[src/rtl/i2c_pkg.sv]
// Shared types and constants for the I2C register bank and its address decoder.
package i2c_pkg;

    typedef enum logic [2:0] {
        ST_IDLE          = 3'd0,
        ST_READ_WAIT     = 3'd1,
        ST_READ_VALID    = 3'd2,
        ST_WRITE_ACK     = 3'd3,
        ST_WRITE_RELEASE = 3'd4
    } bank_state_e;

    localparam logic [7:0] REG_READ_OOR   = 8'hFF;
    localparam logic [7:0] ADDR_DEVICE_ID = 8'h00;

    // Read latency counter width; covers READ_LATENCY up to 15.
    localparam int unsigned LAT_W = 4;

endpackage

[src/rtl/i2c_reg_decode.sv]
// Combinational address classifier: ID, control, status or out-of-range,
// plus the status byte index for status addresses.
module i2c_reg_decode
    import i2c_pkg::*;
#(
    parameter int unsigned NUM_REGS   = 16,
    parameter int unsigned NUM_STATUS = 4,
    parameter int unsigned SIDX_W     = 2
) (
    input  logic [7:0]        addr,
    output logic              is_id,
    output logic              is_ctrl,
    output logic              is_status,
    output logic              out_of_range,
    output logic [SIDX_W-1:0] status_index
);

    localparam int unsigned STATUS_BASE = NUM_REGS - NUM_STATUS;

    logic [31:0] addr_ext;
    assign addr_ext = 32'(addr);

    // Full 8-bit compare: nothing above NUM_REGS-1 aliases back into the map.
    always_comb begin
        out_of_range = (addr_ext >= NUM_REGS);
        is_id        = (addr == ADDR_DEVICE_ID);
        is_status    = !out_of_range && !is_id && (addr_ext >= STATUS_BASE);
        is_ctrl      = !out_of_range && !is_id && !is_status;
        status_index = SIDX_W'(addr_ext - STATUS_BASE);
    end

endmodule

[src/rtl/i2c_register_bank.sv]
// Byte-wide register bank behind the I2C peripheral: read/write handshakes,
// fabric-visible control registers and snapshotted read-only status inputs.
module i2c_register_bank
    import i2c_pkg::*;
#(
    parameter int unsigned NUM_REGS     = 16,
    parameter int unsigned NUM_STATUS   = 4,
    parameter logic [7:0]  DEVICE_ID    = 8'hA5,
    parameter logic [7:0]  CTRL_RESET   = 8'h00,
    parameter int unsigned READ_LATENCY = 1
) (
    input  logic                    i_sys_clk,
    input  logic                    i_rst_n,
    input  logic [7:0]              i_register_address,
    input  logic                    i_read_enable,
    output logic [7:0]              o_register_data,
    output logic                    o_read_valid,
    input  logic                    i_read_ack,
    input  logic [7:0]              i_register_data,
    input  logic                    i_write_valid,
    output logic                    o_write_ack,
    output logic [8*NUM_REGS-1:0]   o_ctrl_regs,
    input  logic [8*NUM_STATUS-1:0] i_status_regs,
    output logic                    o_reg_written,
    output logic [7:0]              o_reg_written_addr
);

    localparam int unsigned IDX_W       = $clog2(NUM_REGS);
    localparam int unsigned SIDX_W      = (NUM_STATUS > 1) ? $clog2(NUM_STATUS) : 1;
    localparam int unsigned STATUS_BASE = NUM_REGS - NUM_STATUS;

    bank_state_e      state_q, state_d;
    logic [LAT_W-1:0] lat_q, lat_d;
    logic [7:0]       addr_q, addr_d;
    logic [7:0]       regs_q [NUM_REGS];
    logic [7:0]       status_q [NUM_STATUS];

    logic             snap_en, wr_en;
    logic [7:0]       rdata_d, waddr_d, rd_mux;
    logic             rvalid_d, wack_d, written_d;

    logic              is_id, is_ctrl, is_status, out_of_range;
    logic [SIDX_W-1:0] status_index;

    i2c_reg_decode #(
        .NUM_REGS   (NUM_REGS),
        .NUM_STATUS (NUM_STATUS),
        .SIDX_W     (SIDX_W)
    ) u_decode (
        .addr         (addr_q),
        .is_id        (is_id),
        .is_ctrl      (is_ctrl),
        .is_status    (is_status),
        .out_of_range (out_of_range),
        .status_index (status_index)
    );

    // Read data mux on the latched address.
    always_comb begin
        rd_mux = REG_READ_OOR;
        if (out_of_range)   rd_mux = REG_READ_OOR;
        else if (is_id)     rd_mux = DEVICE_ID;
        else if (is_status) rd_mux = status_q[status_index];
        else                rd_mux = regs_q[IDX_W'(addr_q)];
    end

    // Next-state and registered-output logic.
    always_comb begin
        state_d   = state_q;
        lat_d     = lat_q;
        addr_d    = addr_q;
        snap_en   = 1'b0;
        wr_en     = 1'b0;
        rdata_d   = o_register_data;
        rvalid_d  = o_read_valid;
        wack_d    = 1'b0;
        written_d = 1'b0;
        waddr_d   = o_reg_written_addr;
        case (state_q)
            ST_IDLE: begin
                if (i_read_enable) begin
                    addr_d  = i_register_address;
                    snap_en = 1'b1;
                    lat_d   = LAT_W'(READ_LATENCY - 1);
                    state_d = ST_READ_WAIT;
                end else if (i_write_valid) begin
                    addr_d  = i_register_address;
                    wack_d  = 1'b1;
                    state_d = ST_WRITE_ACK;
                end
            end
            ST_READ_WAIT: begin
                if (lat_q == '0) begin
                    rdata_d  = rd_mux;
                    rvalid_d = 1'b1;
                    state_d  = ST_READ_VALID;
                end else begin
                    lat_d = lat_q - LAT_W'(1);
                end
            end
            ST_READ_VALID: begin
                if (i_read_ack || !i_read_enable) begin
                    rvalid_d = 1'b0;
                    state_d  = ST_IDLE;
                end
            end
            ST_WRITE_ACK: begin
                wr_en   = is_ctrl;
                state_d = ST_WRITE_RELEASE;
                if (is_ctrl) begin
                    written_d = 1'b1;
                    waddr_d   = addr_q;
                end
            end
            ST_WRITE_RELEASE: begin
                if (!i_write_valid) state_d = ST_IDLE;
            end
            default: state_d = ST_IDLE;
        endcase
    end

    // Synchronous reset wins over any in-flight commit.
    always_ff @(posedge i_sys_clk) begin
        if (!i_rst_n) begin
            state_q            <= ST_IDLE;
            lat_q              <= '0;
            addr_q             <= '0;
            o_register_data    <= 8'h00;
            o_read_valid       <= 1'b0;
            o_write_ack        <= 1'b0;
            o_reg_written      <= 1'b0;
            o_reg_written_addr <= 8'h00;
            for (int k = 0; k < NUM_STATUS; k++) status_q[k] <= 8'h00;
            for (int k = 0; k < NUM_REGS; k++) begin
                if (k == 0)                     regs_q[k] <= DEVICE_ID;
                else if (k >= int'(STATUS_BASE)) regs_q[k] <= 8'h00;
                else                            regs_q[k] <= CTRL_RESET;
            end
        end else begin
            state_q            <= state_d;
            lat_q              <= lat_d;
            addr_q             <= addr_d;
            o_register_data    <= rdata_d;
            o_read_valid       <= rvalid_d;
            o_write_ack        <= wack_d;
            o_reg_written      <= written_d;
            o_reg_written_addr <= waddr_d;
            if (snap_en) begin
                for (int k = 0; k < NUM_STATUS; k++) status_q[k] <= i_status_regs[k*8 +: 8];
            end
            if (wr_en) regs_q[IDX_W'(addr_q)] <= i_register_data;
        end
    end

    for (genvar k = 0; k < NUM_REGS; k++) begin : g_ctrl_out
        assign o_ctrl_regs[k*8 +: 8] = regs_q[k];
    end

endmodule

[config.mk]
export PLATFORM = sky130hd
export DESIGN_NAME = i2c_register_bank
export DESIGN_NICKNAME = d
export VERILOG_FILES = /design/src/rtl/i2c_pkg.sv /design/src/rtl/i2c_reg_decode.sv /design/src/rtl/i2c_register_bank.sv
export SDC_FILE = /design/constraint.sdc
export NUM_CORES = 1
export LEC_CHECK = 0
export ABC_CLOCK_PERIOD_IN_PS = 3500
export BUFFER_PORTS_ARGS = -buffer_cell sky130_fd_sc_hd__buf_2
export CORE_MARGIN = 2
export CORE_UTILIZATION = 40
export CTS_CLUSTER_SIZE = 8
export DETAILED_ROUTE_END_ITERATION = 12
export GPL_TIMING_DRIVEN = 0
export RECOVER_POWER = 100
export SYNTH_ARGS = -nofsm -noshare
export SYNTH_HDL_FRONTEND = slang
export SYNTH_HIERARCHICAL = 1
export SYNTH_SLANG_ARGS = --single-unit
[constraint.sdc]
create_clock -name i_sys_clk -period 3.5 [get_ports i_sys_clk]
set_input_delay 0.175 -clock i_sys_clk [delete_from_list [all_inputs] [get_ports i_sys_clk]]
set_output_delay 0.175 -clock i_sys_clk [all_outputs]
set_load 0.05 [all_outputs]
# --- Word-level counts from Yosys, hierarchy flattened ---
# Memories as Yosys holds them, arrays and structs flattened. A register that Yosys moved wholly into a read port is not among the register bits.
# Index checks and enable logic that the tools add are counted.
classes:
  n_addsub: 2
  magnitude_cmp: 2
  eq_ne: 10
  muxes: 38
  n_bitwise: 6
  reduce_logical: 23
ops:
  columns: ["operator", "count"]
  rows:
  - ["$mux 8", 10]
  - ["$mux 4", 5]
  - ["$mux 1", 15]
  - ["$mux 3", 5]
  - ["$pmux 3 s5", 1]
  - ["$ne 2x2->1 const B", 5]
  - ["$ge 8x4->1 const B", 1]
  - ["$ge 8x5->1 const B", 1]
  - ["$logic_not 8->1", 1]
  - ["$pmux 4 s2", 1]
  - ["$reduce_and 2->1", 4]
  - ["$reduce_or 8->1", 1]
  - ["$eq 3x2->1 const B", 2]
  - ["$reduce_and 3->1", 2]
  - ["$reduce_bool 2->1", 3]
  - ["$logic_not 1->1", 4]
  - ["$logic_not 4->1", 1]
  - ["$or 1x1->1", 4]
  - ["$reduce_and 4->1", 1]
  - ["$sub 4x1->4 const B", 1]
  - ["$eq 3x1->1 const B", 1]
  - ["$eq 3x3->1 const B", 1]
  - ["$logic_and 1x1->1", 3]
  - ["$logic_not 3->1", 1]
  - ["other kinds (6)", 7]
word_totals:
  reg_bits: 34
  ram_bits: 160
  input_bits: 53
  output_inout_bits: 147
  elab_cells: 91
  n_memories: 2
memory_table:
  columns: ["memory", "depth", "word_bits", "read_ports", "rd_clocked_by_memory_dff", "write_ports", "line_no", "rtl"]
  rows:
  - ["regs_q", 16, 8, 17, 1, 16, "i2c_register_bank.sv:35", "logic [7:0] regs_q [NUM_REGS];"]
  - ["status_q", 4, 8, 1, 0, 4, "i2c_register_bank.sv:36", "logic [7:0] status_q [NUM_STATUS];"]

# --- Logic depth before layout (Yosys ltp) ---
logic_depth:
  ltp_word: 12
  depth_mapped: 7
  depth_no_buf: 6

# --- By module ---
# Netlist, hierarchy kept.
by_module_without_submodules:
  columns: ["module", "instances", "cells_per_inst", "area_each_um2", "seq_area_each_um2"]
  rows:
  - ["i2c_register_bank", 1, 655, 8888.5, 5565.3]
  - ["i2c_reg_decode", 1, 8, 53.8, 0.0]

# --- Worst setup path after synthesis ---
# Ideal clock, no wire load.
synth_timing:
  path_kind: "register -> register"
  startpoint: "register addr_q[5]"
  endpoint: "memory regs_q[12][0] (enable)"
  setup_ns: 0.335
  t_arrival_ns: 2.345
  required_ns: 3.165
  path_slack_ns: 0.820
  path_stages_with_launch: 7
  path_buffers: 0
  synth_period_minus_slack_ns: 2.680
  cell_sequence: "dfxtp_1 > or4_4 > and3b_1 > and4b_1 > nand2_1 > nor4_1 > nand2b_1"
synth_rtl:
  columns: ["element", "line_no", "rtl"]
  rows:
  - ["from (decl)", "i2c_register_bank.sv:34", "logic [7:0] addr_q, addr_d;"]
  - ["from (signal assigned)", "i2c_register_bank.sv:142", "addr_q <= addr_d;"]
  - ["to (decl)", "i2c_register_bank.sv:35", null]

==> results.sh <==
export IMPL_fin_crit_sh_pct=98.42
export IMPL_path_buf_inv=0
export IMPL_r2r_start="addr_q[5]$_SDFFE_PN0P_"
export IMPL_area_growth_pct=21.69
export IMPL_cp_num_cells=6
export IMPL_crit_start="addr_q[5]$_SDFFE_PN0P_"
export IMPL_grt_max_degree=35
export IMPL_drt_pass1_iter_count=5
export IMPL_path_clk_slew_ns=0.07
export IMPL_start_util_pct=40.85
export IMPL_port_buffers=198
export IMPL_drive_gt1_share_pct=14.33
export IMPL_via_per_inst=5.387
export IMPL_detail_route_antenna_nets=0
export IMPL_rsz0062_at_grt="yes"
export IMPL_cts_buffer_depth=2
export IMPL_slew_limit_headroom_pct=10.21
export IMPL_wl_per_cell_um=22.39
export IMPL_ir_drop_mv=0.3209
export IMPL_crit_fanout=9
export IMPL_crit_path_top_delay_cell="nor4_2"
export IMPL_grt_pass1_vias=6099
export IMPL_async_flop_share_pct=0
export IMPL_synth_nets=717
export IMPL_path_class="reg2reg"
export IMPL_synth_seq_cells=198
export IMPL_grt_remaining_overflow=0
export IMPL_ys_warn_count=6
export IMPL_hold_viol_final=0
export IMPL_ff2ff_path_depth=6
export IMPL_grt_usage_pct=22.18
export IMPL_stdcell_count=1180
export IMPL_rrSetupSlack_ns=0.06
export IMPL_gp_congestion=0.8799
export IMPL_die_height_um=153.5
export IMPL_syn_area_um2=8942
export IMPL_cp_top_family="simple AND/OR/NAND/NOR gates"
export IMPL_critPathCaptureType="flop"
export IMPL_diodes=0
export IMPL_dpl_cell_count=1142
export IMPL_cts_tree="built"
export IMPL_grt_pass1_wl_um=38180
export IMPL_synth_edf_count=160
export IMPL_nNetsFinal=941
export IMPL_rows=54
export IMPL_nFillCells=2061
export IMPL_clkLatencyLatePin_ns=0.44
export IMPL_crit_path_end="regs_q[8][0]$_SDFFCE_PN0P_"
export IMPL_start_kind="flop"
export IMPL_status="completed"
export IMPL_root_buffer="clkbuf_16"
export IMPL_synth_distinct_cells=52
export IMPL_maxCapViolCount=0
export IMPL_hold_class="in2reg"
export IMPL_drt_wl_total_um=26430
export IMPL_powerDensity_nw_per_um2=592.4
export IMPL_clkSinkCount=198
export IMPL_h_tree_depth=4
export IMPL_min_period_ns=3.445
export IMPL_drc=0
export IMPL_die_w_um=153.5
export IMPL_synth_cells=663
export IMPL_path_cells="or4_4 > and3b_1 > and4b_1 > nand2_1 > nor4_2 > nand2b_1"
export IMPL_coreArea_um2=21890
export IMPL_dp_hpwl_um=20040
export IMPL_vias=6357
export IMPL_ys_seq_area_share_pct=62.24
export IMPL_fp_dieArea_um2=23570
export IMPL_finClkSkew_ns=0.009735
export IMPL_critPathArrivalTime_ns=3.52
export IMPL_tritoncts_num_buffers=17
export IMPL_io_pins=200
export IMPL_antenna_found_initial=0
export IMPL_final_max_slew_violation_count=0
export IMPL_worst_slew_pin_slew_ns=1.344
export IMPL_setup_violations=0
export IMPL_critical_path_required_ns=3.57
export IMPL_rr_endpoint="regs_q[8][0]$_SDFFCE_PN0P_"
export IMPL_avgSynthCellArea_um2=13.49
export IMPL_max_freq_mhz=290.3
export IMPL_total_leakage_power_nw=3.918
export IMPL_drt_iter0_drc=579
export IMPL_critical_path_max_stage_delay_ns=0.86
export IMPL_synthFlopType="edfxtp_1"
export IMPL_utilization_pct=49.71
[cells in the mapped netlist, types with 2 or more instances]
| cell | count | area share, % |
|---|---|---|
| a21oi_1 | 9 | 0.50 |
| a221oi_1 | 4 | 0.39 |
| a22o_1 | 8 | 0.78 |
| a22oi_1 | 8 | 0.67 |
| a31oi_1 | 4 | 0.28 |
| and2_1 | 158 | 11 |
| and4b_1 | 2 | 0.22 |
| buf_2 | 9 | 0.50 |
| buf_4 | 2 | 0.17 |
| clkbuf_1 | 28 | 1.2 |
| dfxtp_1 | 38 | 8.5 |
| edfxtp_1 | 160 | 54 |
| inv_1 | 4 | 0.17 |
| mux2i_1 | 54 | 6.0 |
| mux4_1 | 4 | 1.2 |
| mux4_2 | 17 | 4.3 |
| nand2_1 | 14 | 0.59 |
| nand2b_1 | 14 | 0.98 |
| nand3_1 | 10 | 0.56 |
| nand3b_1 | 2 | 0.17 |
| nand4_1 | 9 | 0.63 |
| nand4b_1 | 2 | 0.20 |
| nor2_1 | 26 | 1.1 |
| nor2b_1 | 18 | 1.3 |
| nor3_1 | 7 | 0.39 |
| nor4_1 | 4 | 0.28 |
| o21a_1 | 2 | 0.17 |
| o21ai_0 | 15 | 0.84 |
| o221ai_1 | 6 | 0.59 |
| or2_2 | 2 | 0.14 |
| or3_1 | 2 | 0.14 |
[cell type report]
| type | instances | area (um^2) | area share [%] |
|---|---|---|---|
| Inverter | 5 | 18.77 | 0.1725 |
| Buffer | 41 | 195.2 | 1.794 |
| Clock buffer | 18 | 429.2 | 3.944 |
| Sequential cell | 198 | 5565 | 51.14 |
| Clock inverter | 14 | 246.5 | 2.265 |
| Multi-Input combinational cell | 419 | 3212 | 29.52 |
| Tap cell | 280 | 350.3 | 3.219 |
| Timing Repair Buffer | 205 | 864.6 | 7.945 |
[worst min path at each step]
stage                               start                            to  slack (ns)  cells past startpoint
floorplan           i_register_address[4]        addr_q[4]$_SDFFE_PN0P_        0.34                      2
global placement    i_register_address[7]        addr_q[7]$_SDFFE_PN0P_        0.44                      3
detailed placement  i_register_address[4]        addr_q[4]$_SDFFE_PN0P_        0.44                      3
CTS                     i_status_regs[10]  status_q[1][2]$_SDFFCE_PN0P_       0.002                      2
global route            i_status_regs[11]  status_q[1][3]$_SDFFCE_PN0P_       0.001                      2
finish              i_register_address[5]        addr_q[5]$_SDFFE_PN0P_       0.002                      3
[tightest hold or removal path, stage by stage]
cell     delay [ns]
buf_2          0.08
mux2i_1        0.06
nor2b_1        0.09
[cell families (layout without fill, tap and decap cells)]
group	count (synthesis)	in the layout	share of synthesized area (%)
buffers and inverters	46	283	2.406
and+or+nand+nor	282	282	19.03
muxes	75	75	11.50
AOI/OAI and AO/OA	60	60	4.589
adders and majority gates	1	1	0.1399
xor gates and xnor gates	1	1	0.09796
DFF	198	198	62.24
[per-stage QoR]
stage               setup slack (ns)  hold slack, ns  setup TNS (ns)  power, mW  cell area [um^2]
detailed placement           -0.4515          0.4416          -8.643      4.257             10300
finish                       0.05536        0.001513               0      6.446             10880
floorplan                     0.8202          0.3445               0      3.861              8942
CTS                         0.001533        0.001728               0      6.475             11040
global placement             -0.4293          0.4402          -13.93      4.241             10280
global route                -0.09646        0.001017          -1.432      6.672             10880
[routing by layer]
metal | up-vias | GRT usage, % | routed length [um]
met5 | - | 0 | 0
met4 | 0 | 6.509 | 556
met3 | 31 | 4.171 | 1501
met2 | 251 | 35.34 | 12520
met1 | 3188 | 31.18 | 11850
li1 | 2887 | - | -
[registers in the layout, summed over array words and instances (netlist names), named ones only]
| signal | count |
|---|---|
| regs_q | 128 |
| status_q | 32 |
| addr_q | 8 |
| o_reg_written_addr | 8 |
| o_register_data | 8 |
| lat_q | 4 |
| state_q | 3 |
| o_read_valid | 1 |
| o_reg_written | 1 |
| o_write_ack | 1 |
[where the power goes]
part	total, mW	internal (mW)	switching [mW]
Combinational	1.34	0.425	0.913
Clock	2.26	1.35	0.905
Sequential	2.85	2.74	0.108
Total	6.45	4.52	1.93
[cell usage in the layout (no fill, tap or decap), types with 18 or more instances in the layout]
cell      netlist  final
and2_0          0     24
and2_1        158    134
buf_2           9     60
clkbuf_1       28    177
dfxtp_1        38     38
edfxtp_1      160    160
mux2i_1        54     54
nor2_1         26     26
nor2b_1        18     18
[repair_timing]
| action | 4_1_cts | 5_1_grt |
|---|---|---|
| setup endpoints to repair | 32 | 53 |
| hold buffers | 3 | 0 |
| hold endpoints to repair | 3 | 0 |
| resized for setup | 6 | 5 |
| setup buffers | 0 | 2 |
(Power assumes the default switching activity.)
